### src/rtl/int_req_ctrl.sv
// Interrupt request source for the CU: programmable timer (c) and external pin (o) with pending, mask and lost-count logic.
// Optional build macro INT_LEVEL_EN makes the o source level-sensitive instead of edge-triggered.
module int_req_ctrl #(
  parameter int TIMER_W       = 16,
  parameter int TIMER_DEFAULT = 1000
) (
  input  logic               clk,
  input  logic               reset,
  input  logic               timer_en,
  input  logic               timer_load,
  input  logic [TIMER_W-1:0] timer_data,
  input  logic               o_irq_in,
  input  logic               c_clear,
  input  logic               o_clear,
  input  logic               c_ban,
  input  logic               c_allow,
  input  logic               o_ban,
  input  logic               o_allow,
  input  logic               lost_clr,
  output logic               c_shield_out,
  output logic               o_shield_out,
  output logic               c_pend_raw,
  output logic               o_pend_raw,
  output logic [7:0]         lost_cnt
);

  localparam logic [TIMER_W-1:0] RELOAD_RST = TIMER_W'(TIMER_DEFAULT);
  localparam logic [TIMER_W-1:0] ONE        = TIMER_W'(1);

  logic [TIMER_W-1:0] counter_reg;
  logic [TIMER_W-1:0] reload_reg;
  logic               c_tick;
  logic               c_pend_reg;
  logic               o_pend_reg;
  logic               c_lost;
  logic               o_lost;
  logic               s1_reg;
  logic               s2_reg;
  logic [7:0]         lost_cnt_reg;
  logic [1:0]         lost_inc;
  logic [8:0]         lost_sum;
  logic [1:0]         ban_vec;
  logic [1:0]         allow_vec;
  logic [1:0]         mask_vec;

  // A load suppresses the tick even when the counter sits at zero.
  assign c_tick = timer_en & ~timer_load & (counter_reg == '0);

  always_ff @(posedge clk or negedge reset) begin
    if (!reset) begin
      counter_reg <= RELOAD_RST;
      reload_reg  <= RELOAD_RST;
    end else if (timer_load) begin
      counter_reg <= timer_data;
      reload_reg  <= timer_data;
    end else if (timer_en) begin
      counter_reg <= (counter_reg == '0) ? reload_reg : counter_reg - ONE;
    end
  end

  always_ff @(posedge clk or negedge reset) begin
    if (!reset) begin
      s1_reg <= 1'b0;
      s2_reg <= 1'b0;
    end else begin
      s1_reg <= o_irq_in;
      s2_reg <= s1_reg;
    end
  end

`ifdef INT_LEVEL_EN
  // Level mode: the pending flag simply follows the synchronized line.
  always_ff @(posedge clk or negedge reset) begin
    if (!reset) o_pend_reg <= 1'b0;
    else        o_pend_reg <= s2_reg;
  end

  assign o_lost = 1'b0;
`else
  logic s3_reg;
  logic o_tick_reg;

  // Edge pulse is registered so the request lands on the 4th edge after the pin rises.
  always_ff @(posedge clk or negedge reset) begin
    if (!reset) begin
      s3_reg     <= 1'b0;
      o_tick_reg <= 1'b0;
      o_pend_reg <= 1'b0;
    end else begin
      s3_reg     <= s2_reg;
      o_tick_reg <= s2_reg & ~s3_reg;
      o_pend_reg <= o_tick_reg | (o_pend_reg & ~o_clear);
    end
  end

  assign o_lost = o_tick_reg & o_pend_reg & ~o_clear;
`endif

  always_ff @(posedge clk or negedge reset) begin
    if (!reset) c_pend_reg <= 1'b0;
    else        c_pend_reg <= c_tick | (c_pend_reg & ~c_clear);
  end

  assign c_lost   = c_tick & c_pend_reg & ~c_clear;
  assign lost_inc = {1'b0, c_lost} + {1'b0, o_lost};
  assign lost_sum = {1'b0, lost_cnt_reg} + {7'd0, lost_inc};

  always_ff @(posedge clk or negedge reset) begin
    if (!reset)        lost_cnt_reg <= 8'd0;
    else if (lost_clr) lost_cnt_reg <= 8'd0;
    else               lost_cnt_reg <= lost_sum[8] ? 8'hFF : lost_sum[7:0];
  end

  // Bit 0 is the c source, bit 1 the o source; ban beats allow.
  assign ban_vec   = {o_ban, c_ban};
  assign allow_vec = {o_allow, c_allow};

  genvar gi;
  generate
    for (gi = 0; gi < 2; gi++) begin : g_mask
      logic mask_reg;
      always_ff @(posedge clk or negedge reset) begin
        if (!reset)              mask_reg <= 1'b0;
        else if (ban_vec[gi])    mask_reg <= 1'b1;
        else if (allow_vec[gi])  mask_reg <= 1'b0;
      end
      assign mask_vec[gi] = mask_reg;
    end
  endgenerate

  assign c_pend_raw   = c_pend_reg;
  assign o_pend_raw   = o_pend_reg;
  assign c_shield_out = c_pend_reg & ~mask_vec[0];
  assign o_shield_out = o_pend_reg & ~mask_vec[1];
  assign lost_cnt     = lost_cnt_reg;

endmodule

### config.mk
export PLATFORM = sky130hd
export DESIGN_NAME = int_req_ctrl
export DESIGN_NICKNAME = d
export VERILOG_FILES = /design/src/rtl/int_req_ctrl.sv
export SDC_FILE = /design/constraint.sdc
export NUM_CORES = 1
export LEC_CHECK = 0
export BUFFER_PORTS_ARGS = -buffer_cell sky130_fd_sc_hd__buf_2
export CAP_MARGIN = 15
export CORE_UTILIZATION = 45
export CTS_BUF_LIST = sky130_fd_sc_hd__clkbuf_16
export DETAILED_ROUTE_END_ITERATION = 16
export PLACE_DENSITY = 0.78
export REMOVE_ABC_BUFFERS = 1
export SLEW_MARGIN = 30
export SYNTH_ARGS = -nofsm -noshare
export SYNTH_HDL_FRONTEND = slang
export SYNTH_SLANG_ARGS = --single-unit
### constraint.sdc
create_clock -name clk -period 8.2 [get_ports clk]
set_clock_uncertainty 0.2 [all_clocks]
set_input_delay 0 -clock clk [delete_from_list [all_inputs] [get_ports clk]]
set_output_delay 0 -clock clk [all_outputs]
set_load 0.02 [all_outputs]
-- After elaboration in Yosys (flattened, before gate mapping)
Index checks and enable logic that the tools add are counted.
- bits in registers: 48
- latch bits: 0
- bits in writable memories: 0
- ROM bits: 0
- input bits: 28
- output and inout bits: 12
- word-level logic and storage cells: 46
- memories kept: 0
- add/subtract/negate cells: 3
- multipliers: 0
- divide/modulo/power cells: 0
- magnitude comparators: 0
- eq/ne operators: 0
- shifts and indexed selects: 0
- mux-type cells: 9
- bitwise logic cells: 19
- reductions and logical operators: 4
- operator list (cell ; count):
    2-to-1 mux 16 bit ; 3
    logical NOT 16 bit ; 1
    2-to-1 mux 8 bit ; 2
    subtractor 16 x 1 -> 16 bit (second input constant) ; 1
    AND 1 bit ; 11
    adder 8 x 2 -> 9 bit ; 1
    NOT 1 bit ; 6
    nonzero test 2 bit ; 3
    2-to-1 mux 1 bit ; 4
    adder 1 x 1 -> 2 bit ; 1
    bitwise OR 1 bit ; 2

-- Longest topological paths before layout
Gate-level depths: netlist of run 1.
- depth in word-level cells: 9
- depth in mapped cells: 11
- gate-level depth less buffers: 10

-- Worst setup path after synthesis of run 1
No wires, ideal clock.
- path kind: register to register
- start: register counter_reg[0]
- end: register lost_cnt_reg[5] (netlist: lost_cnt[5])
- library setup time: 0.078 ns
- data arrival time: 2.602 ns
- setup slack: 5.321 ns
- cell stages (with the launch flop): 12
- buffers on the path: 1
- period minus slack after synthesis: 2.879 ns
- path through: dfrtp_1 inv_1 ha_1 nor4b_2 nand4_1 buf_2 nor3_1 fa_1 and4_1 and3_1 or2_2 a21oi_1
- longest elaborated chain between the ends: 8
- ends and longest elaborated chain (what ; RTL line ; source):
    from (decl) ; 30 ; logic [TIMER_W-1:0] counter_reg;
    from (signal assigned) ; 54 ; counter_reg <= timer_data;
    from (signal assigned) ; 57 ; counter_reg <= (counter_reg == '0) ? reload_reg : counter_reg - ONE;
    logical NOT 16 bit ; 47 ; assign c_tick = timer_en & ~timer_load & (counter_reg == '0);
    AND 1 bit ; 47 ;
    AND 1 bit (2 in series) ; 104 ; assign c_lost = c_tick & c_pend_reg & ~c_clear;
    adder 1 x 1 -> 2 bit ; 105 ; assign lost_inc = {1'b0, c_lost} + {1'b0, o_lost};
    adder 8 x 2 -> 9 bit ; 106 ; assign lost_sum = {1'b0, lost_cnt_reg} + {7'd0, lost_inc};
    2-to-1 mux 8 bit ; 111 ; else lost_cnt_reg <= lost_sum[8] ? 8'hFF : lost_sum[7:0];
    2-to-1 mux 8 bit ; 110 ; else if (lost_clr) lost_cnt_reg <= 8'd0;
    to (signal assigned) ; 111 ;
    to (decl) ; 39 ; logic [7:0] lost_cnt_reg;
No other way between the ends.
A chain may end at the register's enable or synchronous reset.

-- Worst setup path after layout of run 1
- start: register counter_reg[0]
- end: register lost_cnt_reg[3] (netlist: lost_cnt[3])
Same word-level chain as after synthesis.

==> results.tsv, run 1 <==
stage	metric	value	unit
outcome	status	finished clean	
run	cap_viol_max_count	0	
sta	hold_violations	0	
placed_design	globalplace.congestion	0.811	
power	p_leak	1.42	nW
finish	final_layout_size_suffix_gt1_share	27.0	%
synthesis	synth_cell_types	56	
worst_setup_path	crit_type	reg2reg	
global_route	grt_pass1_wl	9430	um
drt	wl_per_cell	14.6	um
synthesis	synth_area	2520	um^2
synthesis	synth_largest_area_cell	dfrtp_1	
sta	fin_crit	3.62	ns
cts	clockBufferDepth	2	
global_route	grt.total_usage	19.8	%
global_route	met2_usage	31.9	%
finish	design_area	3180	um^2
synthesis	synthArstFlopShare	100	%
finish	syn2layout_area_growth	26.2	%
finish	nNetsFinal	330	
sta	fin_tns_setup	0	ns
floorplanning	core	5240	um^2
cts	cts_tree	built	
hold_path	hold_depth	4	
power	power_density	189	nW/um^2
worst_setup_path	cp_data_arrival_time	3.62	ns
drt	drc	0	
cts	post_cts_buffers	0	
global_route	gr-total-overflow	0	
cts	cts_sinks	48	
placed_design	portBuffers	39	
synthesis	synth_warnings	0	
floorplanning	ios	40	
synthesis	synth-seq-cells	48	
finish	num_antenna_cells	0	
synthesis	syn_inst	239	
worst_setup_path	start_kind	flip-flop	
worst_setup_path	reg2reg_depth	10	
power	total_power	0.600	mW
placed_design	placed_area	2760	um^2
global_route	grt_max_degree	49	
cts	cts.hold.buffers_added	26	
drt	first_iter_violations	161	
hold_path	hold_class	in2reg	
cts	numCtsBuffers	5	
sta	final_max_slew_viol_count	0	
worst_setup_path	crit_path_max_fanout	14	
sta	setup_viol	0	
synthesis	synth-main-ff-cell	dfrtp_1	
sta	fin_crit_sh	44.1	%
floorplanning	std_cell_rows	26	
global_route	met3_usage	2.62	%
power	irDropWorstVdd	0.000104	V
floorplanning	die_h	76.8	um
drt	via_per_inst	5.63	
worst_setup_path	required	8.21	ns
cts	cts_resized	0	
placed_design	dp.final_hpwl	3530	um
drt	vias	2083	
floorplanning	die_area	5900	um^2
global_route	antenna_found_initial	0	
global_route	grt_pass1_vias	2131	
cts	clock_latency	0.28	ns
synthesis	synth.yosys.seq_area_share	48.3	%
floorplanning	start_util	48.1	%
synthesis	yosysTopAreaCellShare	35.8	%
cts	h-tree-depth	2	
global_route	grt_use_met1	26.6	%
sta	fmax	0.277	GHz
sta	worstMarginPinSlew	0.779	ns
global_route	grt_busiest_layer	met2	
cts	clkTransAtPathRegs	0.06	ns
worst_setup_path	endpoint_kind	flip-flop	
synthesis	avgSynthCellArea	10.5	um^2
drt	wirelength	5410	um
drt	ant_nets	0	
synthesis	synth_edf_count	0	
drt	drt_first_pass_iters	4	
sta	rsz0062_at_grt	no	
floorplanning	fp.dieW	76.8	um
cts	cts-root-buf	clkbuf_16	
synthesis	synth_area_leaders	dfrtp_1 (36%), dfstp_2 (13%), mux2_2 (5.8%)	
sta	slew_headroom	48.0	%
synth_stat cells (7+ instances only):
master,n
o21ai_1,7
nand2_1,10
a22oi_1,10
dfstp_2,12
o21ai_0,11
nor3_1,11
mux2_2,13
inv_1,12
dfrtp_1,36
a21oi_1,15
a21o_1,7
routing by layer:
metal / share of wire (%) / vias up
li1: - / 1004
met1: 48 / 1024
met2: 47 / 45
met3: 3.8 / 10
met4: 1.7 / 0
met5: 0 / -
report_power, final:
part	leakage, nW	switching, mW	internal (mW)
sequential	0.574	0.0219	0.261
combinational	0.759	0.0463	0.0465
clock	0.0850	0.0822	0.142
total	1.42	0.150	0.449
stage by stage:
stage | util (%) | setup WS, ns | hold slack, ns | instances
after floorplan | - | 5.21 | -0.496 | 226
after global placement | 52.6 | 4.77 | -0.0919 | 336
after detailed placement | 52.6 | 4.62 | -0.0902 | 336
after CTS | 60.7 | 4.57 | 0.0499 | 370
after global routing | 60.7 | 4.13 | 0.0944 | 370
final | 60.7 | 4.58 | 0.0601 | 370
layout make-up:
type / instances / area, um^2
fillers: 456 / 2060
repair buffers: 66 / 463
clock inverters: 3 / 38.8
flip-flops and latches: 48 / 1220
clock buffers: 5 / 125
multi-input cells: 166 / 1200
inverters: 12 / 45.0
well taps: 70 / 87.6
critical path: stages (launching register included):
cell	delay, ns
dfrtp_1	0.42
inv_1	0.12
ha_1	0.18
nor4b_2	0.27
nand4_1	0.60
nor3_1	0.43
fa_1	0.31
and4_1	0.27
and3_1	0.25
nand3_1	0.25
a21oi_1	0.21
final timing paths:
| path | slack, ns | startpoint | to |
|---|---|---|---|
| min in group asynchronous | 0.15 | reset | s1_reg |
| max reg2reg | 4.58 | counter_reg[0] | lost_cnt[3] |
| min | 0.06 | timer_en | counter_reg[6] |
| min reg2reg | 0.15 | s1_reg | s2_reg |
| max | 4.58 | counter_reg[0] | lost_cnt[3] |
| max in group asynchronous | 7.26 | reset | counter_reg[13] |
layout by cell type (no fill, tap or decap), types with 4 or more instances in the layout:
cell / count
a21o_1: 7
a21oi_1: 15
a22oi_1: 10
and3_1: 4
buf_2: 39
clkbuf_16: 5
dfrtp_1: 36
dfstp_2: 12
dlygate4sd3_1: 26
inv_1: 13
mux2_2: 13
mux2i_1: 4
nand2_1: 10
nor2_1: 5
nor2b_1: 6
nor3_1: 11
nor4_1: 4
o21ai_0: 11
o21ai_1: 7
xnor2_1: 4
xor2_1: 4
logic make-up (layout without fill, tap and decap cells):
kind of cell | count (synthesis) | in the layout | share of synthesized area, %
buffers and inverters | 25 | 86 | 4.02
muxes | 17 | 17 | 7.40
AOI/OAI and AO/OA | 71 | 71 | 18.9
adders and majority gates | 3 | 3 | 1.79
xor gates and xnor gates | 8 | 8 | 2.78
and+or+nand+nor | 67 | 67 | 16.8
DFF | 48 | 48 | 48.3
Power figures use the tool's default switching activity.
==> run 2: changes to the inputs <==
--- a/config.mk
+++ b/config.mk
@@ -5,12 +5,13 @@
 export SDC_FILE = /design/constraint.sdc
 export NUM_CORES = 1
 export LEC_CHECK = 0
+export ABC_AREA = 1
 export BUFFER_PORTS_ARGS = -buffer_cell sky130_fd_sc_hd__buf_2
 export CAP_MARGIN = 15
 export CORE_UTILIZATION = 45
 export CTS_BUF_LIST = sky130_fd_sc_hd__clkbuf_16
 export DETAILED_ROUTE_END_ITERATION = 16
-export PLACE_DENSITY = 0.78
+export PLACE_DENSITY = 0.8
 export REMOVE_ABC_BUFFERS = 1
 export SLEW_MARGIN = 30
 export SYNTH_ARGS = -nofsm -noshare
==> constraint.sdc (replaced) <==
create_clock -name clk -period 3.18 [get_ports clk]
set_clock_uncertainty 0.2 [all_clocks]
set_input_delay 0 -clock clk [delete_from_list [all_inputs] [get_ports clk]]
set_output_delay 0 -clock clk [all_outputs]
set_load 0.02 [all_outputs]
==> run 2 against run 1 <==
Global-route usage rose by 0.46 points. Worst hold slack got worse by 0.057 ns. First-iteration DRC count fell by 19%. Sequential share of layout area shrank 1.2 points. Fmax up 28%. Via count up 10%. Sequential power rose to 2.5 times the previous value. Cell count up 25%. Critical endpoint is now lost_cnt[4].
==> results.tsv, run 2 <==
stage	metric	value	unit
outcome	status	finished clean	
synthesis	synth_edf_count	0	
synthesis	yosysMostFrequentCell	nand2_1	
synthesis	avgSynthCellArea	8.14	um^2
sta	fmax	0.354	GHz
sta	final_max_slew_viol_count	0	
finish	final_layout_size_suffix_gt1_share	22.1	%
cts	clkTransAtPathRegs	0.06	ns
placed_design	pre_cts_slack	0.368	ns
power	power_density	446	nW/um^2
cts	numCtsBuffers	5	
cts	cts-root-buf	clkbuf_16	
finish	final_cell_mix	nand2_1 (82), inv_1 (41), buf_2 (38), dfrtp_1 (36)	
cts	cts_sinks	48	
global_route	gr-total-overflow	0	
global_route	grt_pass1_vias	2283	
synthesis	synth_area	2600	um^2
finish	mostFrequentLayoutCell	nand2_1	
sta	fin_crit	2.82	ns
synthesis	synth_largest_area_cell	dfrtp_1	
cts	cts_resized	0	
placed_design	portBuffers	39	
worst_setup_path	crit_family	simple AND/OR/NAND/NOR gates	
sta	slew_headroom	61.0	%
synthesis	synth_cell_types	34	
worst_setup_path	crit_type	reg2reg	
worst_setup_path	start_kind	flip-flop	
sta	rsz0062_at_grt	no	
global_route	antenna_found_initial	0	
power	p_leak	1.67	nW
worst_setup_path	cp_data_arrival_time	2.85	ns
sta	fin_ws	0.359	ns
floorplanning	ios	40	
synthesis	synth-main-ff-cell	dfrtp_1	
sta	setup_viol	0	
synthesis	netlist_top_cells_count	nand2_1 (82), inv_1 (41), dfrtp_1 (36), nor2_1 (27), nand3_1 (22)	
cts	clock_latency	0.28	ns
placed_design	globalplace.congestion	0.868	
floorplanning	start_util	47.0	%
worst_setup_path	crit_path_max_fanout	4	
global_route	grt_max_degree	49	
worst_setup_path	cp_cell_sequence	inv_1 -> ha_1 -> inv_1 -> nor2_1 -> nand2_2 -> nor2_4 -> nand4_1 -> nor2_1 -> fa_1 -> nand2_1 -> nor3_1 -> nand2_1 -> nor2_1 -> o21ai_0 -> inv_1	
floorplanning	core	5540	um^2
cts	cts_tree	built	
finish	nNetsFinal	420	
sta	fin_crit_sh	88.7	%
worst_setup_path	reg2reg_slack	0.36	ns
synthesis	syn_inst	320	
worst_setup_path	slowest_delay	0.41	ns
finish	num_antenna_cells	0	
finish	syn2layout_area_growth	26.1	%
placed_design	dp.final_hpwl	3930	um
sta	hold_violations	0	
cts	post_cts_buffers	0	
synthesis	yosysTopAreaCellShare	34.6	%
global_route	grt_pass1_wl	9830	um
cts	h-tree-depth	2	
worst_setup_path	critPathSlowestCell	dfrtp_1	
synthesis	synth_warnings	0	
floorplanning	std_cell_rows	27	
drt	drc	0	
drt	ant_nets	0	
global_route	grt.total_usage	20.3	%
worst_setup_path	required	3.21	ns
sta	whs	0.00293	ns
drt	wl_per_cell	12.2	um
floorplanning	fp.dieW	78.1	um
hold_path	hold_class	in2reg	
finish	final_util	59.3	%
synthesis	synthArstFlopShare	100	%
cts	cts.hold.buffers_added	27	
sta	fin_tns_setup	0	ns
finish	seq_area	1220	um^2
finish	multi_input_area	1190	um^2
synthesis	synth.yosys.seq_area_share	46.7	%
floorplanning	die_h	78.1	um
synthesis	synth-seq-cells	48	
power	irDropWorstVdd	0.000320	V
drt	wirelength	5640	um
run	cap_viol_max_count	0	
worst_setup_path	endpoint_kind	flip-flop	
sta	worstMarginPinSlew	0.584	ns
drt	first_iter_violations	131	
worst_setup_path	critPathBufInv	3	
floorplanning	die_area	6100	um^2
drt	drt_first_pass_iters	5	
drt	via_per_inst	4.99	
cts	clockBufferDepth	2	
synthesis	synth_area_leaders	dfrtp_1 (35%), dfstp_2 (12%), nand2_1 (12%)	
finish	n_fill_cell	506	
drt	vias	2301	
==> run 2: cell types whose count changed in the layout (fill, tap and decap cells not counted), sizes merged, moves of 7 or more <==
| cell | delta |
|---|---|
| mux2 | -13 |
| nor3 | -11 |
| o211ai | +7 |
| a22oi | -10 |
| nand2 | +76 |
| a21o | -7 |
| nand3 | +23 |
| nor2 | +30 |
| inv | +30 |
==> run 2: layout make-up <==
type | count | share of cell area, %
Clock inverter | 2 | 0.381
Inverter | 43 | 4.91
Timing Repair Buffer | 69 | 14.9
Tap cell | 72 | 2.74
Sequential cell | 48 | 37.0
Clock buffer | 5 | 3.81
Multi-Input combinational cell | 222 | 36.2
==> run 2: path summary, 6_finish.rpt <==
kind                           startpoint               to  cells after the start
max in group asynchronous           reset  counter_reg[13]                      2
min in group asynchronous           reset    reload_reg[4]                      2
hold reg to reg                    s1_reg           s2_reg                      0
setup reg to reg           counter_reg[0]      lost_cnt[4]                     15
hold / removal                   timer_en   counter_reg[5]                      5
setup / recovery           counter_reg[0]      lost_cnt[4]                     15
==> run 2: worst register-to-register path: stages, from the launching register on <==
cell and delay (ns):
dfrtp_1 0.41, inv_1 0.14, ha_1 0.18, inv_1 0.04, nor2_1 0.11, nand2_2 0.08
nor2_4 0.14, nand4_1 0.20, nor2_1 0.19, fa_1 0.25, nand2_1 0.11, nor3_1 0.36
nand2_1 0.12, nor2_1 0.13, o21ai_0 0.08, inv_1 0.05
==> run 2: where the power goes <==
part / leakage, nW / internal, mW / switching (mW)
clock: 0.0657 / 0.285 / 0.212
sequential: 0.576 / 0.672 / 0.0448
combinational: 1.03 / 0.104 / 0.145
==> run 2: layer usage <==
metal	track usage, %	vias up	part of all wire (%)
met5	0	-	0
met4	7.22	0	1.8
met3	3.84	11	3.5
met2	35.7	45	50
met1	24.7	1086	45
li1	-	1159	-
==> run 2: cell families (layout without fill, tap and decap cells) <==
logic type	after synthesis	after routing	synth area share, %
buf+inv	50	119	7.64
compound gates	55	55	13.2
fa+ha+maj	3	3	1.73
flops	48	48	46.7
xor+xnor	8	8	2.69
simple gates	156	156	28.1
==> run 2: per-stage QoR <==
step                      std cells  instance area (um^2)  total power [mW]
final                           461                  3290              1.46
after global routing            461                  3290              1.54
after CTS                       461                  3290              1.48
after detailed placement        427                  2880             0.949
after global placement          427                  2880             0.941
after floorplan                 313                  2570             0.869
==> run 3: changes to the inputs <==
--- a/config.mk
+++ b/config.mk
@@ -11,6 +11,7 @@
 export CORE_UTILIZATION = 45
 export CTS_BUF_LIST = sky130_fd_sc_hd__clkbuf_16
 export DETAILED_ROUTE_END_ITERATION = 16
+export HOLD_SLACK_MARGIN = 0.08
 export PLACE_DENSITY = 0.8
 export REMOVE_ABC_BUFFERS = 1
 export SLEW_MARGIN = 30
==> run 3 against run 2 <==
Worst hold slack improved by 0.061 ns. Die area unchanged. Combinational power increased by 9.6%. Sequential share of layout area decreased by 2.1 points. Total power increased by 1.6%. Utilization increased by 3.6 points. Clock power about the same. Wire length increased by 6.2%. First-iteration DRC count increased by 20%. Critical endpoint unchanged. Largest power group unchanged.
==> results.tsv, run 3 (synthesized netlist as in run 2, its figures left out) <==
stage	metric	value	unit
power	irDropWorstVdd	0.000320	V
global_route	gr-total-overflow	0	
sta	fin_tns_setup	0	ns
drt	vias	2393	
finish	num_antenna_cells	0	
finish	final_layout_size_suffix_gt1_share	21.0	%
worst_setup_path	start_kind	flip-flop	
finish	final_cell_mix	nand2_1 (82), dlygate4sd3_1 (47), inv_1 (41), buf_2 (38), dfrtp_1 (36)	
worst_setup_path	cp_data_arrival_time	2.86	ns
cts	clock_latency	0.28	ns
power	power_density	427	nW/um^2
cts	cts-root-buf	clkbuf_16	
finish	mostFrequentLayoutCell	nand2_1	
worst_setup_path	crit_path_max_fanout	4	
outcome	status	finished clean	
sta	worstMarginPinSlew	0.589	ns
finish	design_area	3490	um^2
global_route	grt_max_degree	49	
cts	numCtsBuffers	5	
run	cap_viol_max_count	0	
cts	clkTransAtPathRegs	0.06	ns
placed_design	globalplace.congestion	0.868	
worst_setup_path	crit_type	reg2reg	
drt	drt_first_pass_iters	4	
floorplanning	die_area	6100	um^2
cts	clockBufferDepth	2	
sta	rsz0062_at_grt	no	
cts	cts.hold.buffers_added	47	
drt	via_per_inst	4.98	
floorplanning	start_util	47.0	%
sta	final_max_slew_viol_count	0	
hold_path	hold_class	in2async	
finish	syn2layout_area_growth	33.8	%
cts	cts_sinks	48	
cts	post_cts_buffers	0	
placed_design	numPlacedInstances	427	
sta	hold_violations	0	
finish	n_fill_cell	476	
sta	fmax	0.353	GHz
cts	h-tree-depth	2	
drt	wirelength	5980	um
floorplanning	ios	40	
global_route	grt.total_usage	21.3	%
sta	fin_crit_sh	89.1	%
global_route	antenna_found_initial	0	
placed_design	placed_area	2880	um^2
worst_setup_path	required	3.21	ns
worst_setup_path	endpoint_kind	flip-flop	
sta	fin_crit	2.83	ns
global_route	grt_pass1_vias	2359	
floorplanning	fp.dieW	78.1	um
global_route	grt_pass1_wl	10200	um
floorplanning	std_cell_rows	27	
power	p_leak	1.74	nW
placed_design	dp.final_hpwl	3930	um
drt	drc	0	
drt	first_iter_violations	157	
finish	stdcell_count	481	
cts	cts_resized	0	
cts	cts_tree	built	
floorplanning	core	5540	um^2
drt	ant_nets	0	
sta	slew_headroom	60.7	%
floorplanning	die_h	78.1	um
drt	wl_per_cell	12.4	um
sta	setup_viol	0	
sta	whs	0.0643	ns
placed_design	portBuffers	39	
finish	nNetsFinal	440	
==> run 3: changes by cell type in the layout (fill, tap and decap cells not counted) <==
cell / previous run / this run
dlygate4sd3_1: 27 / 47
==> run 3: layer usage <==
layer | GRT usage (%) | vias up | share of wire (%)
met2 | 38.2 | 53 | 50
met4 | 7.96 | 0 | 2.3
met5 | 0 | - | 0
met1 | 25.2 | 1123 | 44
met3 | 3.95 | 15 | 3.7
li1 | - | 1202 | -
==> run 3: layout make-up <==
type                       instances  area [um^2]  area share [%]
clock buffer                       5          125            3.59
clock inverter                     2         12.5           0.359
inverter                          43          161            4.63
multi-input combinational        222         1190            34.1
sequential                        48         1220            34.9
tap                               72         90.1            2.58
timing repair buffer              89          691            19.8
==> run 3: report_power, final <==
group          internal (mW)  switching [mW]  total (mW)  leakage [nW]
sequential             0.672          0.0454       0.717         0.576
combinational          0.123           0.150       0.274          1.10
clock                  0.285           0.212       0.497        0.0657
==> run 3: final timing paths <==
| check | to | startpoint | cells past startpoint | slack (ns) |
|---|---|---|---|---|
| min | reload_reg[4] | reset | 2 | 0.06 |
| max reg2reg | lost_cnt[4] | counter_reg[0] | 15 | 0.35 |
| max | lost_cnt[4] | counter_reg[0] | 15 | 0.35 |
| min in group clk | s1_reg | o_irq_in | 2 | 0.15 |
| min reg2reg | s2_reg | s1_reg | 0 | 0.16 |
| max in group asynchronous | counter_reg[13] | reset | 2 | 2.32 |
==> run 3: critical path, stage by stage (launching register included) <==
cell	delay [ns]
dfrtp_1	0.41
inv_1	0.14
ha_1	0.18
inv_1	0.04
nor2_1	0.11
nand2_2	0.08
nor2_4	0.14
nand4_1	0.20
nor2_1	0.20
fa_1	0.25
nand2_1	0.11
nor3_1	0.36
nand2_1	0.12
nor2_1	0.13
o21ai_0	0.08
inv_1	0.05
==> run 3: through the flow <==
stage	util [%]	setup WS (ns)	total power [mW]
after floorplan	-	0.621	0.869
after global placement	51.9	0.446	0.941
after detailed placement	51.9	0.368	0.949
after CTS	62.9	0.345	1.50
after global routing	62.9	0.0242	1.57
final	62.9	0.346	1.49
